==> src/rtl/window_feeder.sv <==
// ----------------------------------------------------------------------------
// window_feeder
//
// Purpose:
//   Turns a raster-order pixel stream into SIZE x SIZE sliding windows for a
//   downstream convolution stage. SIZE-1 previous rows are kept in line
//   buffers so each window is built from the stream without refetching any
//   pixel. A window is issued only when it lies fully inside the frame, so
//   no padding is used. While a window is waiting to be consumed, the input
//   is stalled and the window is held stable.
//
// Ports:
//   clk           - sole clock, rising edge
//   n_rst         - asynchronous active-low reset
//   pixel_in      - 8-bit pixel, row-major, top-left first
//   pixel_valid   - pixel_in is valid this cycle
//   pixel_ready   - block accepts pixel_in this cycle
//   kernel_done   - one-cycle pulse: the issued window has been consumed
//   input_matrix  - current window, [r][c] = frame(row-SIZE+1+r, col-SIZE+1+c)
//   start         - one-cycle pulse: input_matrix holds a fresh window
//   frame_done    - one-cycle pulse after the last window of a frame is consumed
// ----------------------------------------------------------------------------
module window_feeder #(
    parameter int SIZE  = 3,
    parameter int IMG_W = 16,
    parameter int IMG_H = 16
) (
    input  logic                            clk,
    input  logic                            n_rst,
    input  logic [7:0]                      pixel_in,
    input  logic                            pixel_valid,
    output logic                            pixel_ready,
    input  logic                            kernel_done,
    output logic [SIZE-1:0][SIZE-1:0][7:0]  input_matrix,
    output logic                            start,
    output logic                            frame_done
);

    localparam int CW = (IMG_W > 1) ? $clog2(IMG_W) : 1;
    localparam int RW = (IMG_H > 1) ? $clog2(IMG_H) : 1;

    localparam logic [CW-1:0] COL_LAST = CW'(IMG_W - 1);
    localparam logic [RW-1:0] ROW_LAST = RW'(IMG_H - 1);
    localparam logic [CW-1:0] COL_EDGE = CW'(SIZE - 1);
    localparam logic [RW-1:0] ROW_EDGE = RW'(SIZE - 1);

    typedef enum logic [1:0] {
        ACCEPT,
        ISSUE,
        WAIT
    } state_t;

    state_t                          state_q;
    logic [CW-1:0]                   col_q, col_d;
    logic [RW-1:0]                   row_q, row_d;
    logic                            ready_q;
    logic                            start_q;
    logic                            frameDone_q;
    logic                            lastWindow_q;
    logic [SIZE-1:0][SIZE-1:0][7:0]  window_q, window_d;
    logic [SIZE-1:0][7:0]            newCol_d;

    // lineBuf_q[0] holds the oldest buffered row, lineBuf_q[SIZE-2] the row
    // directly above the pixel currently arriving.
    logic [7:0]                      lineBuf_q [SIZE-1][IMG_W];

    logic                            transfer;
    logic                            winComplete;
    logic                            lastPixel;

    assign transfer    = pixel_valid && (state_q == ACCEPT);
    assign winComplete = (row_q >= ROW_EDGE) && (col_q >= COL_EDGE);
    assign lastPixel   = (row_q == ROW_LAST) && (col_q == COL_LAST);

    assign pixel_ready  = ready_q;
    assign start        = start_q;
    assign frame_done   = frameDone_q;
    assign input_matrix = window_q;

    // Raster position of the next accepted pixel: column wraps into the next
    // row, and the final pixel of the frame wraps everything back to (0,0).
    always_comb begin
        col_d = col_q + CW'(1);
        row_d = row_q;
        if (col_q == COL_LAST) begin
            col_d = '0;
            row_d = (row_q == ROW_LAST) ? '0 : row_q + RW'(1);
        end
    end

    // New right-hand column of the window: buffered rows on top, the live
    // pixel at the bottom. The window itself slides one column to the left.
    always_comb begin
        newCol_d = '0;
        for (int r = 0; r < SIZE - 1; r++) begin
            newCol_d[r] = lineBuf_q[r][col_q];
        end
        newCol_d[SIZE-1] = pixel_in;

        window_d = window_q;
        for (int r = 0; r < SIZE; r++) begin
            for (int c = 0; c < SIZE - 1; c++) begin
                window_d[r][c] = window_q[r][c+1];
            end
            window_d[r][SIZE-1] = newCol_d[r];
        end
    end

    // Line buffers have no reset: each column shifts up by one row on every
    // accepted pixel. Stale contents only ever sit in rows that are not yet
    // part of an interior window, so they never reach an issued window.
    always_ff @(posedge clk) begin
        if (transfer) begin
            for (int k = 0; k < SIZE - 1; k++) begin
                lineBuf_q[k][col_q] <= newCol_d[k+1];
            end
        end
    end

    // Control FSM with registered handshake outputs. lastWindow_q remembers
    // whether the window in flight closes the frame, so frame_done can fire
    // once that window is consumed.
    always_ff @(posedge clk or negedge n_rst) begin
        if (!n_rst) begin
            state_q      <= ACCEPT;
            col_q        <= '0;
            row_q        <= '0;
            ready_q      <= 1'b1;
            start_q      <= 1'b0;
            frameDone_q  <= 1'b0;
            lastWindow_q <= 1'b0;
            window_q     <= '0;
        end else begin
            start_q     <= 1'b0;
            frameDone_q <= 1'b0;
            case (state_q)
                ACCEPT: begin
                    if (pixel_valid) begin
                        col_q    <= col_d;
                        row_q    <= row_d;
                        window_q <= window_d;
                        if (winComplete) begin
                            state_q      <= ISSUE;
                            start_q      <= 1'b1;
                            ready_q      <= 1'b0;
                            lastWindow_q <= lastPixel;
                        end
                    end
                end
                ISSUE: begin
                    state_q <= WAIT;
                end
                WAIT: begin
                    if (kernel_done) begin
                        state_q     <= ACCEPT;
                        ready_q     <= 1'b1;
                        frameDone_q <= lastWindow_q;
                    end
                end
                default: begin
                    state_q <= ACCEPT;
                    ready_q <= 1'b1;
                end
            endcase
        end
    end

endmodule

==> config.mk <==
export PLATFORM = sky130hd
export DESIGN_NAME = window_feeder
export DESIGN_NICKNAME = d
export VERILOG_FILES = /design/src/rtl/window_feeder.sv
export SDC_FILE = /design/constraint.sdc
export NUM_CORES = 1
export LEC_CHECK = 0
export CORE_MARGIN = 1
export CORE_UTILIZATION = 55
export CTS_CLUSTER_SIZE = 28
export DETAILED_ROUTE_END_ITERATION = 12
export GPL_TIMING_DRIVEN = 0
export PLACE_DENSITY = 0.71
export SLEW_MARGIN = 10
export SYNTH_ARGS = -nofsm -noshare
export SYNTH_HDL_FRONTEND = slang
export SYNTH_SLANG_ARGS = --single-unit
export TNS_END_PERCENT = 1
==> constraint.sdc <==
create_clock -name clk -period 2.75 [get_ports clk]
set_input_delay 0.6875 -clock clk [delete_from_list [all_inputs] [get_ports clk]]
set_output_delay 0.6875 -clock clk [all_outputs]
set_load 0.005 [all_outputs]
==> flow_summary.json, run 1 <==
{
  "rsz0062_at_grt": "yes",
  "placed_cells": 1261,
  "synth_seq_cells": 342,
  "swShare": 0.324,
  "leakage_nw": 5.91,
  "start_kind": "input pin",
  "postCtsSetupBuffers": 0,
  "critPathMaxStageDelay_ns": 0.53,
  "crit_chain": "clkdlybuf4s50_1 > nor3b_2 > buf_2 > buf_2 > nand2_1 > nor2_2 > buf_8",
  "numCtsBuffers": 34,
  "synth_area_per_cell_um2": 15.8,
  "drtIter0Drc": 781,
  "vias": 7726,
  "p_switching_w": 0.00606,
  "netlist_instances": 839,
  "drtPass1Iterations": 6,
  "finalHoldViolCount": 0,
  "r2r-start": "col_q[0]$_DFFE_PN0P_",
  "layout-drive-gt1-share": 0.149,
  "dominantRegCellSynth": "edfxtp_1",
  "place_congestion": 0.822,
  "die_x_um": 157,
  "wirelength_mm": 30.9,
  "portBuffers": 86,
  "diodes": 0,
  "p_comb_frac": 0.338,
  "wl_per_cell_um": 23.4,
  "setup_viol": 0,
  "tns_ns": 0,
  "vias_per_cell": 5.85,
  "grt_max_degree": 51,
  "clkTransAtPathRegs_ns": 0.06,
  "start_util": 0.564,
  "synth_area_um2": 13300,
  "required_ns": 2.96,
  "seqPwrFrac": 0.418,
  "slowest_stage": "nor2_2",
  "htreeDepth": 2,
  "antenna_left": 0,
  "cts_root_buffer": "clkbuf_16",
  "crit_fanout": 10,
  "drcViolationCount": 0,
  "status": "completed",
  "clock_skew_ns": 0.00734,
  "grt_pass1_wl_mm": 45.3,
  "cp_top_family": "buffers and inverters",
  "synth_edf_count": 256,
  "cts_tree": "yes",
  "layout_commonest_cell": "edfxtp_1",
  "fin_ws_ns": 0.0133,
  "final_cell_count_no_fill": 1321,
  "core_um2": 23500,
  "placementRows": 56,
  "ir_drop_v": 0.000490,
  "area_growth_syn_to_layout_pct": 20.6,
  "p_per_area_nw_per_um2": 1170,
  "finalCriticalPeriod_ns": 2.74,
  "critPathCaptureType": "register",
  "first_global_vias": 7537,
  "max_freq_ghz": 0.365,
  "grt-ovfl-total": 0,
  "drv_cap": 0,
  "netlist-cell-type-count": 41,
  "postLayoutCoreUtil": 0.680,
  "worst_slew_pin_slew_ns": 0.960,
  "die_area_um2": 24800,
  "ioPinCount": 87,
  "path_buf_inv": 4,
  "hpwl_mm": 20.6,
  "clock-sinks": 342,
  "clockBufferDepth": 3,
  "ys_seq_area_frac": 0.741,
  "intPower_w": 0.0126,
  "nNetsFinal": 996,
  "worstPathArrival_ns": 2.95,
  "clock_insertion_delay_worst_skew_ns": 0.51,
  "slew_viol_final": 0,
  "grt.total_usage": 0.257,
  "post-route-period-util": 0.995,
  "chipHeight_um": 157,
  "syn_nets": 857,
  "most-common-layout-cells": "edfxtp_1 (256), nand2_1 (199), dfrtp_1 (85), clkdlybuf4s50_1 (85), mux2i_1 (67)",
  "crit_path_start": "pixel_valid",
  "ys_warn_count": 0,
  "slew-limit-headroom": 0.347,
  "whs_ns": 0.144,
  "critPathKind": "input pin to register",
  "clkPwrFrac": 0.244,
  "synthArstFlopShare": 0.251,
  "hold_class": "input pin to async pin",
  "antenna_found_initial": 0,
  "dp_slack_ns": -0.573,
  "crit_path_frequent_cell": "buf_2"
}
sequential cells by signal, summed over array words and instances, names as in the netlist:
signal,flops
lastWindow_q,1
frame_done,1
input_matrix,72
lineBuf_q,256
state_q,2
col_q,4
pixel_ready,1
row_q,4
start,1
worst register-to-register path: cells and delay by family (launching register included):
family | cells | cell delay (ns)
adder cells (fa/ha/maj) | 1 | 0.21
flip-flops | 1 | 0.43
AND/OR/NAND/NOR | 2 | 0.68
buffers and inverters | 5 | 1.09
repair_timing:
action,in CTS,in global routing
resized for setup,4,10
hold buffers,0,0
setup endpoints to repair,47,157
cells by family (layout without fill, tap and decap cells):
logic type      after synthesis  count (layout)  synth area share
simple gates                262             262            0.0819
flops                       342             342             0.741
buf+inv                      49             212            0.0203
mux                         108             108             0.113
xor+xnor                      2               2           0.00132
compound gates               70              70            0.0372
fa+ha+maj                     6               6           0.00565
metal layers:
metal,share of wire,vias up,global-route usage
li1,-,3409,-
met1,0.42,3875,0.353
met2,0.47,368,0.415
met3,0.073,74,0.0361
met4,0.037,0,0.109
met5,0,-,0
path summary, 6_finish.rpt:
path	end	slack, ns	cells past startpoint
min in group clk	pixel_ready$_DFFE_PN1P_	0.46	2
max in group asynchronous	pixel_ready$_DFFE_PN1P_	1.96	2
worst min-delay path	input_matrix[8]$_DFFE_PN0P_	0.14	1
worst max register to register	lineBuf_q[0][155]$_DFFE_PP_	0.05	8
worst max-delay path	lineBuf_q[0][155]$_DFFE_PP_	0.01	7
worst min register to register	pixel_ready$_DFFE_PN1P_	0.46	2
Yosys cell counts, types with 2 or more instances:
cell type	instances	area share
mux2i_1	75	0.057
nor2b_1	4	0.0019
nor2_1	26	0.0073
and2_1	2	0.00094
clkbuf_1	5	0.0014
o2bb2ai_1	4	0.0026
a21oi_1	8	0.0030
buf_6	5	0.0042
o221ai_1	8	0.0053
buf_1	12	0.0034
nand3b_1	2	0.0011
nor3b_2	2	0.0019
mux4_2	33	0.056
edfxtp_1	256	0.58
a311oi_1	4	0.0026
xnor2_1	2	0.0013
nand3_1	3	0.0011
a22oi_1	24	0.014
o22ai_1	8	0.0038
ha_1	6	0.0057
nor4_1	4	0.0019
buf_4	3	0.0017
inv_1	7	0.0020
buf_2	16	0.0060
a31oi_1	4	0.0019
nand2_1	199	0.056
dfrtp_1	85	0.16
nor3_1	10	0.0038
o21ai_0	7	0.0026
nand2b_1	4	0.0019
layout make-up:
cell class	count	area (µm²)
Fill cell	1531	7520
Multi-Input combinational cell	448	3270
Tap cell	319	399
Buffer	42	243
Inverter	7	30.0
Clock inverter	16	143
Sequential cell	342	9840
Timing Repair Buffer	103	1130
Clock buffer	44	962
per-stage QoR:
stage	total power, W	instance area [µm²]
3_3_place_gp	0.0137	14500
5_1_grt	0.0195	16000
4_1_cts	0.0187	16000
2_1_floorplan	0.0112	13300
6_report	0.0187	16000
3_5_place_dp	0.0141	14900
power groups by stage:
| stage | clock [W] | combinational, W | sequential, W |
|---|---|---|---|
| after floorplan | 0 | 0.00339 | 0.00777 |
| after global placement | 0 | 0.00583 | 0.00790 |
| after detailed placement | 0 | 0.00617 | 0.00792 |
| after CTS | 0.00459 | 0.00626 | 0.00781 |
| after global routing | 0.00478 | 0.00680 | 0.00790 |
| final | 0.00456 | 0.00631 | 0.00781 |
Power figures use the tool's default switching activity.
==> run 2: changes to the inputs <==
- GPL_TIMING_DRIVEN: 0 -> default
==> flow_summary.json, run 2 (synthesis results as in run 1) <==
{
  "clkTransAtPathRegs_ns": 0.06,
  "placementRows": 56,
  "slew_viol_final": 0,
  "clock_skew_ns": 0.0228,
  "clkPwrFrac": 0.240,
  "post-route-period-util": 0.877,
  "antenna_left": 0,
  "drtIter0Drc": 854,
  "swShare": 0.322,
  "drv_cap": 0,
  "place_congestion": 0.812,
  "vias_per_cell": 5.67,
  "seqPwrFrac": 0.433,
  "cts_hold_buf": 0,
  "p_per_area_nw_per_um2": 1150,
  "start_util": 0.564,
  "cts_resized": 0,
  "leakage_nw": 5.93,
  "layout-drive-gt1-share": 0.136,
  "grtUsageMet3": 0.0385,
  "required_ns": 3.12,
  "postCtsSetupBuffers": 0,
  "clock_insertion_delay_worst_skew_ns": 0.52,
  "grt.total_usage": 0.237,
  "status": "completed",
  "grt-ovfl-total": 0,
  "cts_root_buffer": "clkbuf_16",
  "chipHeight_um": 157,
  "clockBufferDepth": 3,
  "ioPinCount": 87,
  "critPathKind": "register to register",
  "vias": 7439,
  "critPathCaptureType": "register",
  "regMostFlops": "lineBuf_q",
  "setup_viol": 0,
  "die_area_um2": 24800,
  "layout_commonest_cell": "edfxtp_1",
  "grt_pass1_wl_mm": 43.3,
  "ir_drop_v": 0.000809,
  "tns_ns": 0,
  "crit_fanout": 35,
  "p_switching_w": 0.00589,
  "htreeDepth": 2,
  "antenna_found_initial": 0,
  "area_growth_syn_to_layout_pct": 19.7,
  "clock-sinks": 342,
  "cts_tree": "yes",
  "slew-limit-headroom": 0.488,
  "diodes": 0,
  "die_x_um": 157,
  "worstPathArrival_ns": 2.78,
  "busiest_layer": "met2",
  "max_freq_ghz": 0.415,
  "drcViolationCount": 0,
  "finalHoldViolCount": 0,
  "portBuffers": 86,
  "rsz0062_at_grt": "no",
  "p_comb_frac": 0.327,
  "hold_class": "input pin to async pin",
  "worst_slew_pin_slew_ns": 0.766,
  "wl_per_cell_um": 21.2,
  "hpwl_mm": 18.0,
  "grt_max_degree": 62,
  "use_met1": 0.348,
  "wirelength_mm": 27.8,
  "grt_use_met2": 0.367,
  "largest_register_ffs": 256,
  "start_kind": "register",
  "nNetsFinal": 985,
  "numCtsBuffers": 36,
  "drtPass1Iterations": 5,
  "finalCriticalPeriod_ns": 2.41,
  "first_global_vias": 7455,
  "core_um2": 23500,
  "most-common-layout-cells": "edfxtp_1 (256), nand2_1 (198), clkdlybuf4s50_1 (85), dfrtp_1 (83), mux2i_1 (75)",
  "postLayoutCoreUtil": 0.675,
  "intPower_w": 0.0124
}
[run 2: cell count changes in the layout (fill, tap and decap cells not counted), sizes merged]
cell | previous run | this run
buf | 55 | 47
clkinv | 13 | 17
bufinv | 3 | 0
clkbuf | 49 | 46
clkinvlp | 1 | 0
inv | 6 | 7
[run 2: worst paths after layout]
check | slack [ns] | end | cells past startpoint | from
worst max-delay path | 0.34 | input_matrix[22]$_DFFE_PN0P_ | 4 | col_q[0]$_DFFE_PN0P_
worst min-delay path | 0.10 | frame_done$_DFF_PN0_ | 1 | n_rst
worst max register to register | 0.34 | input_matrix[22]$_DFFE_PN0P_ | 4 | col_q[0]$_DFFE_PN0P_
worst min register to register | 0.46 | pixel_ready$_DFFE_PN1P_ | 2 | pixel_ready$_DFFE_PN1P_
max in group asynchronous | 2.01 | input_matrix[57]$_DFFE_PN0P_ | 2 | n_rst
min in group clk | 0.46 | pixel_ready$_DFFE_PN1P_ | 2 | pixel_ready$_DFFE_PN1P_
[run 2: cell type report]
| class | count | area [µm²] |
|---|---|---|
| clock buffer | 46 | 980 |
| tap | 319 | 399 |
| timing repair buffer | 132 | 1380 |
| multi-input combinational | 448 | 3180 |
| clock inverter | 17 | 85.1 |
| sequential | 342 | 9850 |
| inverter | 7 | 26.3 |
| fill | 1625 | 7650 |
[run 2: stage by stage]
stage / cell area, µm² / total power, W / hold WS, ns / instances / setup slack (ns)
after floorplan: 13300 / 0.0112 / 0.392 / 839 / 0.298
after global placement: 14800 / 0.0139 / 0.455 / 1248 / 0.145
after detailed placement: 14800 / 0.0140 / 0.459 / 1248 / 0.120
after CTS: 15900 / 0.0184 / 0.108 / 1311 / 0.325
after global routing: 15900 / 0.0192 / 0.136 / 1311 / 0.159
final: 15900 / 0.0183 / 0.102 / 1311 / 0.338
[run 2: metal layers]
metal | share of wire | vias up
li1 | - | 3393
met1 | 0.44 | 3715
met2 | 0.47 | 282
met3 | 0.063 | 49
met4 | 0.025 | 0
met5 | 0 | -
[run 2: critical path, cell delays in order (launching register included)]
cell and delay, ns:
dfrtp_4 0.78, buf_4 0.37, mux4_2 0.53, a22oi_1 0.41
a21oi_1 0.14
[run 2: power groups by stage]
stage | logic [W] | registers [W] | clock network (W)
global route | 0.00653 | 0.00806 | 0.00465
finish | 0.00598 | 0.00793 | 0.00439
detailed placement | 0.00597 | 0.00804 | 0
floorplan | 0.00339 | 0.00777 | 0
global placement | 0.00585 | 0.00802 | 0
CTS | 0.00601 | 0.00794 | 0.00446
==> run 3: changes to the inputs <==
- CAP_MARGIN: default -> 20
- MAX_ROUTING_LAYER: default -> met4
- REMOVE_ABC_BUFFERS: default -> 1
==> flow_summary.json, run 3 (synthesis results as in run 1) <==
{
  "critPathKind": "register to register",
  "cts_tree": "yes",
  "setup_viol": 0,
  "rsz0062_at_grt": "no",
  "grt-ovfl-total": 0,
  "clock_insertion_delay_worst_skew_ns": 0.52,
  "p_comb_frac": 0.328,
  "first_global_vias": 7548,
  "htreeDepth": 2,
  "multi_input_area_um2": 3180,
  "crit_fanout": 16,
  "start_util": 0.564,
  "finalCriticalPeriod_ns": 2.44,
  "drcViolationCount": 0,
  "clock_skew_ns": 0.0169,
  "most-common-layout-cells": "edfxtp_1 (256), nand2_1 (198), clkdlybuf4s50_1 (85), dfrtp_1 (83), mux2i_1 (75)",
  "layout_commonest_cell": "edfxtp_1",
  "numCtsBuffers": 34,
  "place_congestion": 0.829,
  "area_growth_syn_to_layout_pct": 19.7,
  "regArea_um2": 9850,
  "endpoint": "lineBuf_q[0][34]$_DFFE_PP_",
  "crit_path_start": "col_q[0]$_DFFE_PN0P_",
  "leakage_nw": 5.97,
  "finalHoldViolCount": 0,
  "slew-limit-headroom": 0.484,
  "clock-sinks": 342,
  "drtPass1Iterations": 5,
  "antenna_left": 0,
  "design_area_um2": 15900,
  "postCtsSetupBuffers": 0,
  "largest_register_ffs": 256,
  "seqPwrFrac": 0.431,
  "wl_per_cell_um": 22.3,
  "chipHeight_um": 157,
  "placementRows": 56,
  "hold_class": "input pin to async pin",
  "diodes": 0,
  "critPathMaxStageDelay_ns": 0.64,
  "portBuffers": 86,
  "slew_viol_final": 0,
  "antenna_found_initial": 0,
  "drtIter0Drc": 599,
  "p_per_area_nw_per_um2": 1150,
  "intPower_w": 0.0125,
  "hpwl_mm": 19.3,
  "worstPathArrival_ns": 2.69,
  "r2r_end": "lineBuf_q[0][34]$_DFFE_PP_",
  "crit_chain": "buf_4 > nor2b_1 > a22oi_1 > nand2_1 > mux2i_1 > buf_4",
  "drv_cap": 0,
  "start_kind": "register",
  "vias": 7578,
  "cts_root_buffer": "clkbuf_16",
  "post-route-period-util": 0.887,
  "cts_hold_buf": 0,
  "worst_slew_pin_slew_ns": 0.772,
  "crit_path_frequent_cell": "buf_4",
  "clockBufferDepth": 3,
  "r2r_cells": 6,
  "p_switching_w": 0.00588,
  "r2r_slack_ns": 0.31,
  "clkTransAtPathRegs_ns": 0.06,
  "die_area_um2": 24800,
  "vias_per_cell": 5.73,
  "ioPinCount": 87,
  "wirelength_mm": 29.5,
  "placed_area_um2": 14800,
  "status": "completed",
  "max_freq_ghz": 0.410,
  "core_um2": 23500,
  "grt.total_usage": 0.257,
  "grt_max_degree": 49,
  "swShare": 0.321,
  "regMostFlops": "lineBuf_q",
  "r2r-start": "col_q[0]$_DFFE_PN0P_",
  "grt_pass1_wl_mm": 44.8,
  "die_x_um": 157,
  "tns_ns": 0,
  "nNetsFinal": 996,
  "clkPwrFrac": 0.241,
  "fillers": 1633,
  "required_ns": 3.00,
  "critPathCaptureType": "register",
  "ir_drop_v": 0.000696,
  "layout-drive-gt1-share": 0.147,
  "cts_resized": 0,
  "slowest_stage": "dfrtp_4"
}
==> run 3: changes by cell type in the layout (fill, tap and decap cells not counted), sizes merged <==
cell / change
buf: +13
clkbuf: +1
clkinv: -4
clkinvlp: +1
inv: +1
==> run 3: layer usage <==
| layer | part of all wire | wire length [µm] | global-route usage | vias up |
|---|---|---|---|---|
| met1 | 0.42 | 12300 | 0.338 | 3798 |
| met4 | 0.029 | 869 | 0.0906 | 0 |
| met3 | 0.063 | 1870 | 0.0383 | 71 |
| met2 | 0.49 | 14500 | 0.413 | 301 |
| met5 | 0 | 0 | - | - |
| li1 | - | - | - | 3408 |
==> run 3: layout make-up <==
class,count,share of cell area
clock inverters,15,0.00464
multi-input cells,448,0.200
inverters,7,0.00165
clock buffers,47,0.0625
well taps,319,0.0251
repair buffers,145,0.0866
flip-flops and latches,342,0.620
==> run 3: worst min-delay path by stage <==
stage | cells after the start | slack (ns) | end | start
2_1_floorplan | 0 | 0.39 | col_q[0]$_DFFE_PN0P_ | n_rst
3_3_place_gp | 2 | 0.45 | pixel_ready$_DFFE_PN1P_ | pixel_ready$_DFFE_PN1P_
3_5_place_dp | 2 | 0.46 | pixel_ready$_DFFE_PN1P_ | pixel_ready$_DFFE_PN1P_
4_1_cts | 1 | 0.17 | input_matrix[44]$_DFFE_PN0P_ | n_rst
5_1_grt | 1 | 0.19 | input_matrix[43]$_DFFE_PN0P_ | n_rst
6_report | 1 | 0.15 | input_matrix[61]$_DFFE_PN0P_ | n_rst
==> run 3: through the flow <==
stage	util	setup WS [ns]	hold slack, ns	cells	power [W]
after floorplan	-	-1.59	0.392	797	0.0111
final	0.675	0.310	0.149	1323	0.0184
after CTS	0.675	0.321	0.168	1323	0.0185
after global routing	0.675	0.194	0.193	1323	0.0192
after global placement	0.630	0.0973	0.451	1261	0.0139
after detailed placement	0.630	0.0939	0.461	1261	0.0140
==> run 3: power by group through the flow <==
stage	Sequential [W]	Combinational [W]	Clock [W]
after floorplan	0.00818	0.00289	0
after global placement	0.00799	0.00593	0
after detailed placement	0.00800	0.00604	0
after CTS	0.00791	0.00607	0.00448
after global routing	0.00801	0.00653	0.00467
final	0.00791	0.00603	0.00442
==> run 3: worst max-delay path: cells and delay by family (launching register included) <==
kind | cells | cell delay [ns]
muxes | 1 | 0.09
AOI/OAI and AO/OA | 1 | 0.27
buffers and inverters | 2 | 0.45
and+or+nand+nor | 2 | 0.72
DFF | 1 | 0.64
